===== src/rtl/regfile_wr_sched.sv =====
// Write-port scheduler for alu_regs: shares the single write port between ALU
// writeback and the load unit (round-robin), after a post-reset clear sweep.
module regfile_wr_sched #(
  parameter bit         INIT_CLEAR = 1'b1,
  parameter logic [7:0] INIT_VALUE = 8'h00
) (
  input  logic       clk,
  input  logic       rst_n,
  input  logic       req_alu,
  input  logic [2:0] alu_addr,
  input  logic [7:0] alu_data,
  output logic       ack_alu,
  input  logic       req_ld,
  input  logic [2:0] ld_addr,
  input  logic [7:0] ld_data,
  output logic       ack_ld,
  output logic       init_done,
  output logic [7:0] data_in,
  output logic [6:0] wrt_slct,
  output logic       wrtnbl
);

  // Handshake: a requester holds req/addr/data stable until it samples its
  // one-cycle ack; the ack and the register write share the same cycle, and a
  // requester is not eligible in the cycle its ack is high.

  typedef enum logic {ST_SWEEP, ST_RUN} state_t;
  typedef enum logic {GR_ALU, GR_LD} grant_t;

  // Without the sweep the counter starts at its terminal value, so the very
  // first edge after reset raises init_done.
  localparam logic [3:0] CNT_START = INIT_CLEAR ? 4'd1 : 4'd8;

  state_t     state_q, state_d;
  grant_t     last_q, last_d;
  logic [3:0] cnt_q, cnt_d;
  logic       ack_alu_d, ack_ld_d, init_done_d, wrtnbl_d;
  logic [6:0] wrt_slct_d;
  logic [7:0] data_in_d;
  logic       elig_alu, elig_ld, gnt_alu, gnt_ld;
  logic [2:0] sel_addr;
  logic [7:0] sel_data;

  always_ff @(posedge clk or negedge rst_n) begin
    if (!rst_n) begin
      state_q   <= ST_SWEEP;
      last_q    <= GR_LD;
      cnt_q     <= CNT_START;
      ack_alu   <= 1'b0;
      ack_ld    <= 1'b0;
      init_done <= 1'b0;
      wrtnbl    <= 1'b0;
      wrt_slct  <= 7'b0;
      data_in   <= 8'h00;
    end else begin
      state_q   <= state_d;
      last_q    <= last_d;
      cnt_q     <= cnt_d;
      ack_alu   <= ack_alu_d;
      ack_ld    <= ack_ld_d;
      init_done <= init_done_d;
      wrtnbl    <= wrtnbl_d;
      wrt_slct  <= wrt_slct_d;
      data_in   <= data_in_d;
    end
  end

  always_comb begin
    state_d     = state_q;
    last_d      = last_q;
    cnt_d       = cnt_q;
    ack_alu_d   = 1'b0;
    ack_ld_d    = 1'b0;
    init_done_d = init_done;
    wrtnbl_d    = 1'b0;
    wrt_slct_d  = 7'b0;
    data_in_d   = data_in;
    elig_alu    = req_alu & ~ack_alu;
    elig_ld     = req_ld & ~ack_ld;
    gnt_alu     = 1'b0;
    gnt_ld      = 1'b0;
    sel_addr    = 3'd0;
    sel_data    = 8'h00;

    case (state_q)
      ST_SWEEP: begin
        if (cnt_q == 4'd8) begin
          init_done_d = 1'b1;
          state_d     = ST_RUN;
        end else begin
          wrtnbl_d   = 1'b1;
          wrt_slct_d = 7'b1 << (cnt_q - 4'd1);
          data_in_d  = INIT_VALUE;
          cnt_d      = cnt_q + 4'd1;
        end
      end
      ST_RUN: begin
        // On a tie the requester that did not win the previous grant goes first.
        gnt_alu = elig_alu & (~elig_ld | (last_q == GR_LD));
        gnt_ld  = elig_ld & ~gnt_alu;
        if (gnt_alu | gnt_ld) begin
          sel_addr  = gnt_alu ? alu_addr : ld_addr;
          sel_data  = gnt_alu ? alu_data : ld_data;
          last_d    = gnt_alu ? GR_ALU : GR_LD;
          ack_alu_d = gnt_alu;
          ack_ld_d  = gnt_ld;
          data_in_d = sel_data;
          // Register 0 is read-only: the request is acked but nothing is written.
          if (sel_addr != 3'd0) begin
            wrtnbl_d   = 1'b1;
            wrt_slct_d = 7'b1 << (sel_addr - 3'd1);
          end
        end
      end
      default: state_d = ST_SWEEP;
    endcase
  end

endmodule


===== config.mk =====
export PLATFORM = sky130hd
export DESIGN_NAME = regfile_wr_sched
export DESIGN_NICKNAME = d
export VERILOG_FILES = /design/src/rtl/regfile_wr_sched.sv
export SDC_FILE = /design/constraint.sdc
export NUM_CORES = 1
export LEC_CHECK = 0
export BUFFER_PORTS_ARGS = -buffer_cell sky130_fd_sc_hd__buf_2
export CAP_MARGIN = 0
export CORE_ASPECT_RATIO = 0.75
export CORE_MARGIN = 5
export CORE_UTILIZATION = 50
export DETAILED_ROUTE_END_ITERATION = 6
export PLACE_DENSITY = 0.8
export REMOVE_ABC_BUFFERS = 1
export SYNTH_ARGS = -nofsm -noshare
export SYNTH_HDL_FRONTEND = slang
export SYNTH_SLANG_ARGS = --single-unit

===== constraint.sdc =====
create_clock -name clk -period 5.7 [get_ports clk]
set_input_delay 0.57 -clock clk [delete_from_list [all_inputs] [get_ports clk]]
set_output_delay 0.57 -clock clk [all_outputs]
set_load 0.005 [all_outputs]

==> flow_metrics.py <==
metrics = {
    "status": {
        "status": "finished clean",
    },
    "power": {
        "p_sw_w": 0.000100,
        "leakage_nw": 0.760,
        "power_frac_clock_pct": 21.0,
        "powerDensity_mw_per_mm2": 234,
        "vdd_ir_drop_max_mv": 0.141,
        "power_frac_comb_pct": 22.7,
        "p_seq_share_pct": 56.3,
        "switching_share_pct": 27.6,
        "finalPower_w": 0.000363,
        "p_int_w": 0.000263,
    },
    "synth": {
        "synth_area_leader_cell": "dfrtp_1",
        "synth.most_common_cell": "dfrtp_1",
        "synth_area_mm2": 0.00128,
        "synth_seq_cells": 25,
        "yosysSeqAreaShare_pct": 49.0,
        "ys_types": 31,
        "ys.warnings.count": 0,
        "avgSynthCellArea_um2": 12.3,
        "syn_inst": 104,
        "synth-async-reset-ratio_pct": 100,
        "synth_edf_count": 0,
        "synthTopCellsByArea": "dfrtp_1 45%, mux2i_1 9.4%, ha_1 7.8%, a32o_1 5.5%, o2bb2ai_1 5.5%",
        "yosysTopAreaCellShare_pct": 44.9,
        "synth_common_cells": "23 x dfrtp_1, 12 x mux2i_1, 8 x ha_1, 8 x o2bb2ai_1, 7 x a32o_1",
        "synth_ff_type": "dfrtp_1",
    },
    "timing": {
        "fin_setup_tns_ns": 0,
        "tightest_slew_ns": 0.888,
        "finalClockSkew_ns": 0.00871,
        "setup_viol": 0,
        "maxSlewHeadroom_pct": 40.4,
        "timing.final.crit_share_pct": 41.9,
        "rsz0062_at_grt": "no",
        "max_freq_mhz": 418,
        "setup_slack_ns": 3.31,
        "finalCriticalPeriod_ns": 2.39,
        "timing.final.hold_violations": 0,
        "maxSlewViolCount": 0,
    },
    "critical_path": {
        "crit_required_ns": 5.96,
        "worst_path_largest_cell_delay_ns": 0.55,
        "cp_max_fo": 15,
        "crit-reg2reg-launch": "last_q",
        "critPathLaunch": "last_q",
        "crit_chain": "inv_1 -> a21boi_4 -> mux2_4 -> ha_1 -> nor3_1 -> a32o_1",
        "arrival_ns": 2.65,
        "cp-end-kind": "register",
        "crit_slowest_cell": "dfstp_2",
        "critPathKind": "reg -> reg",
        "startpoint_type": "register",
    },
    "finish": {
        "multi_input_area_um2": 614,
        "drive_gt1_share_pct": 38.9,
        "regArea_um2": 628,
        "utilization_pct": 65.6,
        "stdcell_count": 183,
        "final_nets": 184,
        "diodes": 0,
        "fillers": 187,
        "syn_to_final_growth_pct": 21.1,
    },
    "global_routing": {
        "grt_pass1_wl_mm": 4.40,
        "overflow": 0,
        "grt.total_usage_pct": 16.6,
        "grt_pass1_vias": 970,
        "antenna_found_initial": 0,
        "grt_max_degree": 26,
    },
    "floorplanning": {
        "die_h_um": 53.8,
        "core.rowCount": 15,
        "start_util_pct": 54.2,
        "coreArea_mm2": 0.00236,
        "die_w_um": 68.5,
        "ios": 45,
        "die_area_mm2": 0.00369,
    },
    "clocking": {
        "cts_hold_buffers": 0,
        "h-tree-depth": 1,
        "post_cts_buffers": 0,
        "clock_latency_ns": 0.32,
        "cts_buffer_depth": 2,
        "clock-sinks": 25,
        "clk_pin_slew_ns": 0.13,
        "cts-root-buf": "clkbuf_4",
        "cts_buffers": 3,
        "tritoncts": "built",
        "ctsResizeCount": 0,
    },
    "place": {
        "dp.final_hpwl_mm": 2.08,
        "dpl.cell_count": 179,
        "dp_slack_ns": 3.10,
        "gp_congestion": 0.812,
        "port_buffers": 44,
    },
    "routing": {
        "wl_per_cell_um": 14.3,
        "drtAntennaViolNets": 0,
        "drtIter0Drc": 46,
        "wirelength_mm": 2.61,
        "vias": 959,
        "route.detailed.drc": 0,
        "viasPerCell": 5.24,
        "dr.pass1.iters": 4,
    },
    "job": {
        "cap_violations": 0,
    },
    "worst_hold_path": {
        "min_path_type": "in -> async",
    },
}
## sequential cells by signal, indices dropped and copies added, names as in the netlist
signal and count:
data_in 8, wrt_slct 7, cnt_q 4, ack_alu 1, ack_ld 1, init_done 1
last_q 1, state_q 1, wrtnbl 1
## path summary, 6_finish.rpt
path	end	slack [ns]	depth (start not counted)
max in group asynchronous	cnt_q[0]	5.12	1
worst min register to register	init_done	0.48	2
worst max register to register	wrt_slct[6]	3.31	6
worst max-delay path	wrt_slct[6]	3.31	6
worst min-delay path	data_in[0]	0.21	1
min in group clk	init_done	0.48	2
## kinds of logic after synthesis
| group | count (synthesis) | share of synthesized area [%] |
|---|---|---|
| AO/OA/AOI/OAI | 22 | 15.6 |
| XOR/XNOR | 2 | 1.37 |
| adder cells (fa/ha/maj) | 8 | 7.81 |
| buffers and inverters | 8 | 3.03 |
| flip-flops | 25 | 49.0 |
| multiplexers | 15 | 12.3 |
| AND/OR/NAND/NOR | 24 | 10.8 |
## layout make-up
type / instances / share of cell area (%)
flip-flops and latches: 25 / 40.5
well taps: 34 / 2.74
inverters: 5 / 1.21
multi-input cells: 71 / 39.6
repair buffers: 44 / 14.2
clock inverters: 1 / 0.323
clock buffers: 3 / 1.45
## per-layer routing
layer	global-route usage [%]	routed length, µm
met5	0	0
met2	27.6	1210
met3	4.80	203
met4	4.95	34
met1	21.1	1160
## placed cells by master, fill, tap and decap left out, drive strengths merged
master,count
buf,44
dfrtp,23
mux2i,12
o2bb2ai,8
ha,8
a32o,7
inv,5
nor2,5
nand2b,5
nand2,4
clkbuf,3
nor3,3
mux2,3
o21ai,3
nor2b,3
xnor2,2
dfstp,2
and2,2
a21boi,1
o21bai,1
nand3,1
o31ai,1
a21o,1
or4,1
clkinv,1
## stage by stage
step	cell area, µm²	hold WS [ns]
final	1550	0.207
after global routing	1550	0.253
after CTS	1550	0.221
after detailed placement	1520	0.462
after global placement	1520	0.446
after floorplan	1260	0.274
## power groups by stage
stage	clock (W)	sequential, W	combinational, W
after floorplan	0	0.000210	0.0000425
after global placement	0	0.000207	0.0000806
after detailed placement	0	0.000208	0.0000841
after CTS	0.0000788	0.000204	0.0000841
after global routing	0.0000854	0.000206	0.0000921
final	0.0000763	0.000204	0.0000825
## worst max-delay path, delay by kind of cell, from the launching register on
kind / cells / cell delay (ns)
flops: 1 / 0.55
simple gates: 1 / 0.34
fa+ha+maj: 1 / 0.33
compound gates: 2 / 0.69
buf+inv: 1 / 0.06
mux: 1 / 0.36
(Power assumes the default switching activity.)
